File: config.mk
export PLATFORM = sky130hd
export DESIGN_NAME = fpu_seq_ctrl
export DESIGN_NICKNAME = d
export VERILOG_FILES = /design/src/rtl/fpu_seq_ctrl.sv
export SDC_FILE = /design/constraint.sdc
export NUM_CORES = 1
export LEC_CHECK = 0
export ABC_AREA = 1
export ABC_CLOCK_PERIOD_IN_PS = 1850
export BUFFER_PORTS_ARGS = -buffer_cell sky130_fd_sc_hd__buf_4
export CAP_MARGIN = 20
export CORE_ASPECT_RATIO = 2
export CORE_MARGIN = 3
export CORE_UTILIZATION = 46
export CTS_CLUSTER_DIAMETER = 100
export DETAILED_ROUTE_END_ITERATION = 7
export GPL_TIMING_DRIVEN = 1
export PLACE_DENSITY = 0.85
export SYNTH_ARGS = -nofsm -noshare
export SYNTH_HDL_FRONTEND = slang
export SYNTH_SLANG_ARGS = --single-unit
File: constraint.sdc
create_clock -name CLK -period 1.85 [get_ports CLK]
set_input_delay 0.2775 -clock CLK [delete_from_list [all_inputs] [get_ports CLK]]
set_output_delay 0.2775 -clock CLK [all_outputs]
set_load 0.02 [all_outputs]
File: src/rtl/fpu_seq_ctrl.sv
// fpu_seq_ctrl
//
// Sequencing controller for the multi-cycle single-precision FP unit. It
// accepts one decoded FP data-processing instruction at a time and latches
// its operands, op and destination. It then pulses a start to the FP unit
// and stalls the core for the unit's fixed latency. Finally it writes the
// sampled result to the FP register file and releases the core.
//
// State table
//   state  | meaning
//   -------+-----------------------------------------------------------
//   IDLE   | no FP op in flight; Stall mirrors FPUIssue, issue accepted
//   EXEC   | FP unit running; latency down-counter active; inputs ignored
//   WB     | FPWE asserted for one cycle; core released; issue ignored
//
// Ports
//   CLK        in   clock, all state changes on rising edge
//   RESETn     in   asynchronous active-low reset
//   FPUIssue   in   FP instruction present and condition passed
//   FPUOp      in   0 = add, 1 = multiply
//   FPRd       in   destination FP register S0-S15
//   FPOpA/B    in   operands from the FP register file
//   FPUResult  in   FP unit result, sampled at the end of the last EXEC cycle
//   FPUStart   out  one-cycle start pulse (first EXEC cycle)
//   FPUOpQ     out  latched op
//   FPUA/FPUB  out  latched operands
//   Stall      out  hold PC, suppress core writes
//   Busy       out  high in EXEC or WB
//   FPWE       out  FP register-file write enable
//   FPWA       out  FP write address
//   FPWD       out  FP write data

module fpu_seq_ctrl #(
    parameter int ADD_LAT = 3,
    parameter int MUL_LAT = 4,
    parameter int CNT_W   = 3
) (
    input  logic        CLK,
    input  logic        RESETn,
    input  logic        FPUIssue,
    input  logic        FPUOp,
    input  logic [3:0]  FPRd,
    input  logic [31:0] FPOpA,
    input  logic [31:0] FPOpB,
    input  logic [31:0] FPUResult,
    output logic        FPUStart,
    output logic        FPUOpQ,
    output logic [31:0] FPUA,
    output logic [31:0] FPUB,
    output logic        Stall,
    output logic        Busy,
    output logic        FPWE,
    output logic [3:0]  FPWA,
    output logic [31:0] FPWD
);

    typedef enum logic [1:0] {
        S_IDLE = 2'd0,
        S_EXEC = 2'd1,
        S_WB   = 2'd2
    } state_t;

    // Terminal-count loads: the counter reaches zero in the last EXEC cycle.
    localparam logic [CNT_W-1:0] ADD_CNT = CNT_W'(ADD_LAT - 1);
    localparam logic [CNT_W-1:0] MUL_CNT = CNT_W'(MUL_LAT - 1);

    state_t            state_q, state_d;
    logic [CNT_W-1:0]  cnt_q, cnt_d;
    logic              start_q, start_d;
    logic              opq_q, opq_d;
    logic [31:0]       a_q, a_d;
    logic [31:0]       b_q, b_d;
    logic [3:0]        wa_q, wa_d;
    logic [31:0]       wd_q, wd_d;

    logic              issue_ok;
    logic              cnt_done;

    assign issue_ok = (state_q == S_IDLE) && FPUIssue;
    assign cnt_done = (cnt_q == '0);

    // ------------------------------------------------------------------
    // State register
    // ------------------------------------------------------------------
    always_ff @(posedge CLK or negedge RESETn) begin
        if (!RESETn) begin
            state_q <= S_IDLE;
        end else begin
            state_q <= state_d;
        end
    end

    // ------------------------------------------------------------------
    // Next-state logic
    // ------------------------------------------------------------------
    always_comb begin
        state_d = state_q;
        case (state_q)
            S_IDLE: begin
                if (FPUIssue) begin
                    state_d = S_EXEC;
                end
            end
            S_EXEC: begin
                if (cnt_done) begin
                    state_d = S_WB;
                end
            end
            S_WB: begin
                // Issue seen here belongs to the instruction just retired.
                state_d = S_IDLE;
            end
            default: begin
                state_d = S_IDLE;
            end
        endcase
    end

    // ------------------------------------------------------------------
    // Output decode (combinational outputs only)
    // ------------------------------------------------------------------
    always_comb begin
        Stall = 1'b0;
        Busy  = 1'b0;
        FPWE  = 1'b0;
        case (state_q)
            S_IDLE: begin
                Stall = FPUIssue;
            end
            S_EXEC: begin
                Stall = 1'b1;
                Busy  = 1'b1;
            end
            S_WB: begin
                Busy  = 1'b1;
                FPWE  = 1'b1;
            end
            default: begin
                Stall = 1'b0;
                Busy  = 1'b0;
                FPWE  = 1'b0;
            end
        endcase
    end

    // ------------------------------------------------------------------
    // Datapath next-state: latches, latency counter, start pulse
    // ------------------------------------------------------------------
    always_comb begin
        cnt_d   = cnt_q;
        start_d = 1'b0;
        opq_d   = opq_q;
        a_d     = a_q;
        b_d     = b_q;
        wa_d    = wa_q;
        wd_d    = wd_q;

        if (issue_ok) begin
            cnt_d   = FPUOp ? MUL_CNT : ADD_CNT;
            start_d = 1'b1;
            opq_d   = FPUOp;
            a_d     = FPOpA;
            b_d     = FPOpB;
            wa_d    = FPRd;
        end else if (state_q == S_EXEC) begin
            if (cnt_done) begin
                wd_d = FPUResult;
            end else begin
                cnt_d = cnt_q - CNT_W'(1);
            end
        end
    end

    always_ff @(posedge CLK or negedge RESETn) begin
        if (!RESETn) begin
            cnt_q   <= '0;
            start_q <= 1'b0;
            opq_q   <= 1'b0;
            a_q     <= '0;
            b_q     <= '0;
            wa_q    <= '0;
            wd_q    <= '0;
        end else begin
            cnt_q   <= cnt_d;
            start_q <= start_d;
            opq_q   <= opq_d;
            a_q     <= a_d;
            b_q     <= b_d;
            wa_q    <= wa_d;
            wd_q    <= wd_d;
        end
    end

    assign FPUStart = start_q;
    assign FPUOpQ   = opq_q;
    assign FPUA     = a_q;
    assign FPUB     = b_q;
    assign FPWA     = wa_q;
    assign FPWD     = wd_q;

endmodule

Yosys cells after proc, flatten, opt, wreduce, memory -nomap -nowiden
Index checks and enable logic that the tools add are counted.
Cells by class
  $add $sub $neg: 1
  eq/ne operators: 5
  multiplexer cells: 11
  bitwise gates (word level): 1
  reduce and logical (&&, ||, !) cells: 8
Operators by type and width (number)
  $mux W3: 3
  $ne A2 B2 Y1 const B: 3
  $mux W1: 4
  $mux W2: 2
  $pmux W2 S2: 1
  $reduce_and A2 Y1: 2
  $logic_not A3 Y1: 1
  $reduce_and A3 Y1: 1
  $sub A3 B1 Y3 const B: 1
  $eq A2 B1 Y1 const B: 1
  $eq A2 B2 Y1 const B: 1
  $logic_not A2 Y1: 1
  $pmux W1 S2: 1
  $reduce_bool A2 Y1: 1
  $reduce_or A2 Y1: 1
  $logic_and A1 B1 Y1: 1
  $not A1 Y1: 1
Storage, ports and cells
  register bits after elaboration: 107

Logic depth before layout (Yosys ltp)
Gate-level depths: netlist (run 1).
  word-level depth: 4
  depth in mapped cells: 9

Least setup slack after synthesis (run 1)
No wires, ideal clock.
  path type: flip-flop to output port
  from: reg state_q[0]
  to: out Stall
  data arrival time: 1.185 ns
  slack: 0.388 ns
  cell stages (with the launch flop): 6
  path buffers: 0
  cell sequence: dfrtp_1 -> inv_1 -> ha_1 -> nand2_2 -> inv_2 -> or2_2
Between the ends
  cells in the longest elaborated chain, start to end: 2
  elaborated cells on any way between the ends: 3
Ends and longest elaborated chain
  start, declared: line 67  | state_t state_q, state_d;
  start signal, assigned: line 89  | state_q <= state_d;
  $eq A2 B1 Y1 / $logic_not A2 Y1 (equally long branches): line 126  | case (state_q)
  $pmux W1 S2 *: line 126
  end, declared: line 50  | output logic Stall,
Mark *: on every way between the ends. The rest lies on a longest branch, timed or not.

Final worst setup path (run 1)
Same ends and word-level chain as after synthesis.

==> results of run 1 <==
metal layers:
layer  track usage [%]  share of wire, %
met1              25.6                33
met2              42.5                56
met5                 0                 0
met3              4.57               6.9
met4              12.5               4.1
tightest hold or removal path: stages:
cell,delay (ns)
buf_4,0.08
nand2_1,0.04
nand2_1,0.04
power by group:
group,total (µW),internal (µW),switching (µW)
combinational,5520,2210,3320
sequential,4100,3440,660
clock,1950,1070,877
total,11600,6720,4850
layout by cell type, fill, tap and decap left out, drive strengths merged:
| cell type | netlist | layout |
|---|---|---|
| buf | 21 | 220 |
| bufinv | 0 | 1 |
| clkbuf | 3 | 9 |
| clkinv | 0 | 2 |
| clkinvlp | 0 | 1 |
| dfrtp | 107 | 107 |
| dlygate4sd3 | 0 | 1 |
| ha | 6 | 6 |
| inv | 9 | 12 |
| nand2 | 290 | 290 |
| nand3 | 38 | 38 |
| nor2 | 1 | 1 |
| or2 | 1 | 1 |
timing repair:
| action | 4_1_cts | 5_1_grt |
|---|---|---|
| pin swaps | 0 | 1 |
| gates resized for setup | 1 | 6 |
| hold buffers | 1 | 0 |
| hold endpoints to repair | 36 | 0 |
| endpoints found under the setup margin | 1 | 4 |
| gates cloned | 0 | 0 |
| buffers inserted | 2 | 3 |
through the flow:
stage | TNS, ns | area, µm²
5_1_grt | -0.0123 | 6220
3_5_place_dp | 0 | 5840
6_report | 0 | 6220
2_1_floorplan | 0 | 4210
4_1_cts | 0 | 6170
3_3_place_gp | 0 | 5840
state kept, by name, indices dropped and copies added, names as in the netlist:
name      cells
FPUOpQ        1
FPUA         32
cnt_q         3
state_q       2
FPUB         32
FPUStart      1
FPWD         32
FPWA          4
kinds of logic (layout without fill, tap and decap cells):
logic type               count (synthesis)  in the layout  share of synthesized area, %
adder cells (fa/ha/maj)                  6              6                          1.78
buffers and inverters                   33            246                          3.81
flip-flops                             107            107                          63.7
AND/OR/NAND/NOR                        330            330                          30.8
layout make-up:
| type | instances | area [µm²] | share of cell area (%) |
|---|---|---|---|
| inverter | 9 | 33.8 | 0.543 |
| sequential | 107 | 2680 | 43.1 |
| timing repair buffer | 221 | 1680 | 27.0 |
| clock inverter | 7 | 83.8 | 1.35 |
| clock buffer | 9 | 225 | 3.62 |
| tap | 100 | 125 | 2.01 |
| multi-input combinational | 336 | 1390 | 22.4 |
cell usage after synthesis:
| library cell | instances | area, µm² |
|---|---|---|
| inv_1 | 7 | 26.3 |
| buf_2 | 17 | 85.1 |
| dfrtp_1 | 107 | 2680 |
| nand2_2 | 2 | 12.5 |
| ha_1 | 6 | 75.1 |
| or2_2 | 1 | 6.26 |
| inv_2 | 2 | 7.51 |
| nor2_1 | 1 | 3.75 |
| clkbuf_1 | 3 | 11.3 |
| nand3_1 | 38 | 190 |
| nand2_1 | 288 | 1080 |
| buf_4 | 4 | 30.0 |
worst paths after layout:
kind / startpoint / end / cells after the start
setup / recovery: state_q[0]$_DFFE_PN0P_ / Stall / 4
hold / removal: FPOpB[31] / FPUB[31]$_DFFE_PN0P_ / 3
setup reg to reg: state_q[1]$_DFFE_PN0P_ / FPWD[2]$_DFFE_PN0P_ / 7
hold reg to reg: FPWD[0]$_DFFE_PN0P_ / FPWD[0]$_DFFE_PN0P_ / 2
max in group asynchronous: RESETn / FPUB[16]$_DFFE_PN0P_ / 3
min in group asynchronous: RESETn / FPWD[22]$_DFFE_PN0P_ / 2
==> impl_results.md, run 1 <==
* Status: finished, final reports clean
* WS Path Type: reg -> out
* Input/output buffers at between 200 and 250
* P&R area growth vs syn at 47.8%
* Via count at 3950
* CTS tree: yes
* Mapped Avg Cell Area at 8.84 µm²
* Routed WL per cell at around 15 µm
* Fillers at 677
* Fin crit period at 1.80 ns
* Max-slew violation count at 0
* Crit path launch type: register
* Die X at between 70 and 80 µm
* Worst path top cell family by delay: flip-flops
* First-pass GRT wire length at ~19000 µm
* Maximum VDD drop at 1200 µV
* Relative slew slack at about 60%
* GR Overflow Total at 0
* Crit path cell chain: buf_4 > ha_2 > or2_2 > buf_6
* Utilization after layout at 70.9%
* Setup WS post-layout at 0.0548 ns
* Fmax at approximately 0.56 GHz
* DP Wirelength at roughly 9100 µm
* DP Cell Count at between 700 and 800
* Initial antenna violation count at 0
* GR Util All Layers at about a quarter
* R2R setup slack at 0.21 ns
* Final Cycle Share at between 90% and 100%
* Mapped Area at around 0.0042 mm²
* Core Region at about 0.009 mm²
* CTS clk-pin slew, worst paths at roughly 0.070 ns
* Number of synthesized register bits at ~110
* Synth warn at 0
* WP buf/inv at 2
* Cell Pwr Density at approximately 1900 mW/mm²
* Starting density of the core at between 40% and 50%
* Cell at the slowest stage of the critical path: dfrtp_1
* Htree depth at 3
* Leakage at approximately 0.0036 µW
* Die Y at ~140 µm
* Row count at 48
* Vias in the first global route at just over 4000
* Hold Vio Cnt, Final at 0
* Starting DRT DRC Count at 220
* Post-synth net total at around 600
* Critical path's largest stage delay at 0.39 ns
* Share of cells above drive strength 1 at 35.6%
* Overall power at 11600 µW
* CP Capture Type: output pin
* Setup WS pre-CTS at between 0.15 and 0.2 ns
* Gate Count Post-Synth at 476
* Seq/Total Area, Yosys at between 60% and 70%
* Post-DRT Antenna Nets at 0
* Netlist cell types at 12
* 1st-pass router iterations at 4
* N_diodes at 0
* Nets at ~790
* Via density at about 5.0
* GP Congestion at 0.805
* Class of the worst hold path: in -> reg
* Largest net degree at the start of global routing at between 60 and 70
* Num CTS Buffers at 9
* Final Skew at around 0.0077 ns
* CTS Sinks at roughly 110
* Total die area at 0.0104 mm²
* Root Buffer: clkbuf_16
* Clock Latency Late Sink at ~0.34 ns
* Post-Route WL at 12200 µm
* DRC Markers at 0
* Max Cap Violations at 0
* Longest Clk Path Bufs at 2
* Slew @ Worst Pin at around 0.62 ns
* Fin cells at between 700 and 800
* Hold WS at ~0.13 ns
* CP Max Fanout at 4
* # IOs at between 200 and 250
* WP data arrival at ~1.5 ns
* WP data required at roughly 1.6 ns
* Setup violators final at 0
Note: power is estimated with default switching activity, not from simulation.
==> run 2, diff against run 1 <==
==> constraint.sdc (replaced) <==
create_clock -name CLK -period 1.85 [get_ports CLK]
set_input_delay 0.37 -clock CLK [delete_from_list [all_inputs] [get_ports CLK]]
set_output_delay 0.37 -clock CLK [all_outputs]
set_load 0.02 [all_outputs]
==> impl_results.md, run 2 (synthesis results as in run 1) <==
* Commonest cells after routing, fill and taps aside: nand2_1 (288), buf_4 (217), dfrtp_1 (107), nand3_1 (38), clkbuf_16 (9)
* Die Y at 141 µm
* Final Skew at 0.00776 ns
* Slew @ Worst Pin at 0.440 ns
* WS Path Type: reg -> out
* Final instance area at ~0.0063 mm²
* GP Congestion at roughly 0.86
* Leakage at around 0.0036 µW
* Fin cells at 791
* Overall power at between 10000 and 15000 µW
* Post-Route WL at 12100 µm
* Class of the worst hold path: in -> reg
* Setup WS pre-CTS at 0.186 ns
* 1st-pass router iterations at 4
* Fmax at roughly 0.55 GHz
* Worst hold stages at 3
* Max Cap Violations at 0
* Initial antenna violation count at 0
* Via count at around 3900
* First-pass GRT wire length at 18900 µm
* Setup violators final at 0
* Max-slew violation count at 0
* WP data arrival at ~1.5 ns
* Sink of the worst hold path: FPWA[3]$_DFFE_PN0P_
* Input/output buffers at about 210
* N_diodes at 0
* Vias in the first global route at 4103
* Routed WL per cell at between 15 and 20 µm
* CTS Sinks at roughly 110
* Starting density of the core at 48.0%
* Longest Clk Path Bufs at 2
* Nets at slightly below 800
* Starting DRT DRC Count at 228
* Share of cells above drive strength 1 at 35.6%
* Unrepaired setup endpoints after global routing: true
* CP Capture Type: output pin
* Final Cycle Share at 98.8%
* DRC Markers at 0
* GR Overflow Total at 0
* Total die area at roughly 0.010 mm²
* Setup WS post-layout at 0.0227 ns
* R2R depth at 8
* Placed Area at 0.00587 mm²
* Hold Vio Cnt, Final at 0
* Reg2reg start: state_q[0]$_DFFE_PN0P_
* Hold WS at around 0.22 ns
* Fin crit period at 1.83 ns
* Cell Pwr Density at 1880 mW/mm²
* R2R Path End: cnt_q[0]$_DFFE_PN0P_
* DP Wirelength at 8870 µm
* Clock Latency Late Sink at between 0.3 and 0.4 ns
* Via density at between 4 and 5
* Core Region at 0.00877 mm²
* Status: finished, final reports clean
* Root Buffer: clkbuf_16
* # IOs at 209
* Largest net degree at the start of global routing at 71
* GR Util All Layers at between 20% and 30%
* Post-DRT Antenna Nets at 0
* CTS tree: yes
* CP Max Fanout at 2
* R2R setup slack at about 0.15 ns
* Die X at around 74 µm
* P&R area growth vs syn at 50.0%
* Row count at between 40 and 50
* DP Cell Count at between 700 and 800
* WP data required at 1.48 ns
* Commonest non-fill, non-tap cell in the layout: nand2_1
* Htree depth at 3
* Crit path launch type: register
* Relative slew slack at 70.6%
* Critical hold path startpoint: FPRd[3]
* CTS clk-pin slew, worst paths at around 0.07 ns
* Maximum VDD drop at approximately 1000 µV
* Num CTS Buffers at 9
run 2: report_power, final:
group	total [µW]	switching [µW]	leakage, µW	internal (µW)
sequential	4090	656	0.00133	3440
combinational	5590	3320	0.00214	2260
clock	2160	834	0.000167	1330
run 2: final cells by class:
cell class	instances	area [µm²]
sequential	107	2680
fill	650	2460
timing repair buffer	223	1720
multi-input combinational	336	1410
clock buffer	10	229
tap	100	125
clock inverter	6	113
inverter	9	36.3
run 2: worst max-delay path by stage:
stage,startpoint,end
after floorplan,state_q[0]$_DFFE_PN0P_,Stall
after global placement,state_q[0]$_DFFE_PN0P_,Stall
after detailed placement,state_q[0]$_DFFE_PN0P_,cnt_q[0]$_DFFE_PN0P_
after CTS,state_q[1]$_DFFE_PN0P_,Stall
after global routing,state_q[0]$_DFFE_PN0P_,Stall
final,state_q[0]$_DFFE_PN0P_,Stall
run 2: what timing repair did:
item | 4_1_cts | 5_1_grt
resized for setup | 8 | 3
endpoints found under the setup margin | 1 | 2
pin swaps | 2 | 1
buffers inserted | 6 | 0
hold endpoints to repair | 25 | 0
hold buffers | 1 | 0
run 2: critical path: stages (launching register included):
cell     delay [ns]
dfrtp_1        0.40
inv_2          0.07
ha_4           0.17
nand2_4        0.07
inv_4          0.04
or2_4          0.23
buf_6          0.13
run 2: layer usage:
layer / up-vias / GRT usage, % / part of all wire (%)
met1: 1789 / 25.0 / 33
met4: 0 / 12.3 / 4.1
li1: 1870 / - / -
met3: 36 / 3.85 / 6.9
met5: - / 0 / 0
met2: 182 / 42.7 / 56
run 2: stage by stage:
stage               util [%]  TNS, ns
floorplan                  -        0
global placement        66.9        0
detailed placement      66.9        0
CTS                     71.8        0
global route            71.9  -0.0353
finish                  71.9        0
==> run 3, diff against run 2 <==
- ABC_CLOCK_PERIOD_IN_PS: 1850 -> 1900
- CORE_MARGIN: 3 -> 4
- clock period: 1.85 -> 1.9 ns (I/O delays scaled with it)
==> impl_results.md, run 3 (synthesis results as in run 1) <==
* Status: finished, final reports clean
* Starting density of the core at 47.0%
* WP data required at 1.52 ns
* P&R area growth vs syn at 47.1%
* Largest net degree at the start of global routing at about 110
* Longest Clk Path Bufs at 2
* Vias in the first global route at approximately 3900
* Final instance area at between 0.006 and 0.007 mm²
* Placed Area at between 0.005 and 0.006 mm²
* Power share of the clock group at between 10% and 20%
* Htree depth at 3
* Root Buffer: clkbuf_16
* CTS clk-pin slew, worst paths at 0.07 ns
* Input/output buffers at between 200 and 250
* Die X at ~76 µm
* Final Skew at approximately 0.010 ns
* Reg2reg start: cnt_q[0]$_DFFE_PN0P_
* GR Overflow Total at 0
* Num CTS Buffers at 9
* Setup violators final at 0
* Critical path's largest stage delay at approximately 0.39 ns
* Leakage at 0.00358 µW
* DP Cell Count at ~770
* GP Congestion at between 0.9 and 1
* Commonest non-fill, non-tap cell in the layout: nand2_1
* Routed WL per cell at ~15 µm
* NetSw at roughly 4600 µW
* CP Max Fanout at 3
* Internal power at 6540 µW
* Fin cells at 789
* Initial antenna violation count at 0
* Post-DRT Antenna Nets at 0
* CP Capture Type: output pin
* Fmax at between 0.5 and 0.6 GHz
* Slew @ Worst Pin at slightly below 0.7 ns
* DP Wirelength at 8850 µm
* WS Path Type: reg -> out
* Via count at between 3000 and 4000
* Class of the worst hold path: in -> async
* Final Cycle Share at 97.5%
* WP data arrival at roughly 1.5 ns
* Commonest cells after routing, fill and taps aside: nand2_1 (288), buf_4 (217), dfrtp_1 (107), nand3_1 (38), clkbuf_16 (9)
* Relative slew slack at between 50% and 60%
* R2R depth at 8
* Hold WS at roughly 0.089 ns
* R2R Path End: FPWD[22]$_DFFE_PN0P_
* Setup_tns at 0 ns
* R2R setup slack at around 0.20 ns
* Post-Route WL at 12000 µm
* Core Region at slightly below 0.009 mm²
* Total die area at about 0.011 mm²
* CTS Sinks at roughly 110
* Fin crit period at ~1.9 ns
* Clock Latency Late Sink at about 0.34 ns
* Hold Vio Cnt, Final at 0
* Logic gate share of total power at roughly 48%
* Power share of the sequential group at 35.7%
* Starting DRT DRC Count at ~240
* Row count at 49
* Cell Pwr Density at about 1800 mW/mm²
* Crit path cell chain: inv_2 > ha_4 > nand2_4 > inv_2 > or2_2 > buf_6
* Via density at between 4 and 5
* 1st-pass router iterations at 5
* Hold_buf cts at 0
* Net Sw Frac at between 40 and 50%
* Worst Setup SP: state_q[0]$_DFFE_PN0P_
* Max-slew violation count at 0
* Cell at the slowest stage of the critical path: dfrtp_1
* Worst path most repeated cell: inv_2
* CTS tree: yes
* GR Util All Layers at ~22%
* Maximum VDD drop at around 910 µV
* First-pass GRT wire length at 18400 µm
* DRC Markers at 0
* # IOs at about 210
* Crit path launch type: register
* N_diodes at 0
* Max Cap Violations at 0
* Nets at 792
* Overall power at ~11000 µW
* Die Y at 143 µm
* Share of cells above drive strength 1 at a little over a third
## run 3: final cells by class
type,count,area (µm²)
inverters,9,33.8
fillers,714,2760
multi-input cells,336,1390
well taps,102,128
clock buffers,10,229
flip-flops and latches,107,2680
repair buffers,219,1660
clock inverters,6,72.6
## run 3: worst max-delay path by stage
stage	to	slack, ns	cells after the start
3_3_place_gp	cnt_q[2]$_DFFE_PN0P_	0.12	8
4_1_cts	Stall	0.004	6
5_1_grt	Stall	-0.006	6
2_1_floorplan	Stall	0.34	5
6_report	Stall	0.05	6
3_5_place_dp	cnt_q[2]$_DFFE_PN0P_	0.05	8
## run 3: stage by stage
step | utilization, % | worst slack [ns]
after floorplan | - | 0.335
after global placement | 65.2 | 0.120
after detailed placement | 65.2 | 0.0515
after CTS | 68.9 | 0.00422
after global routing | 69.1 | -0.00633
final | 69.1 | 0.0483
## run 3: worst max-delay path, delay by kind of cell (launching register included)
family	cells	cell delay, ns
and+or+nand+nor	2	0.33
buffers and inverters	3	0.24
DFF	1	0.39
adders and majority gates	1	0.17
## run 3: timing repair
item / in CTS / in global routing
cloned: 0 / 0
pin swaps: 1 / 1
gates resized for setup: 2 / 3
setup endpoints to repair: 1 / 1
setup buffers: 3 / 2
## run 3: power by group through the flow
stage / logic [µW] / clock network, µW / registers [µW]
6_report: 5330 / 1860 / 3990
3_3_place_gp: 5100 / 0 / 3980
5_1_grt: 5780 / 2000 / 4110
3_5_place_dp: 5280 / 0 / 4000
2_1_floorplan: 1680 / 0 / 5170
4_1_cts: 5340 / 1920 / 3990
## run 3: per-layer routing
layer  part of all wire [%]  routed length, µm  global-route usage (%)
met2                     56               6780                    40.7
met3                    6.3                755                    3.95
met4                    3.1                367                    9.22
met1                     34               4130                    24.5
met5                      0                  0                       0
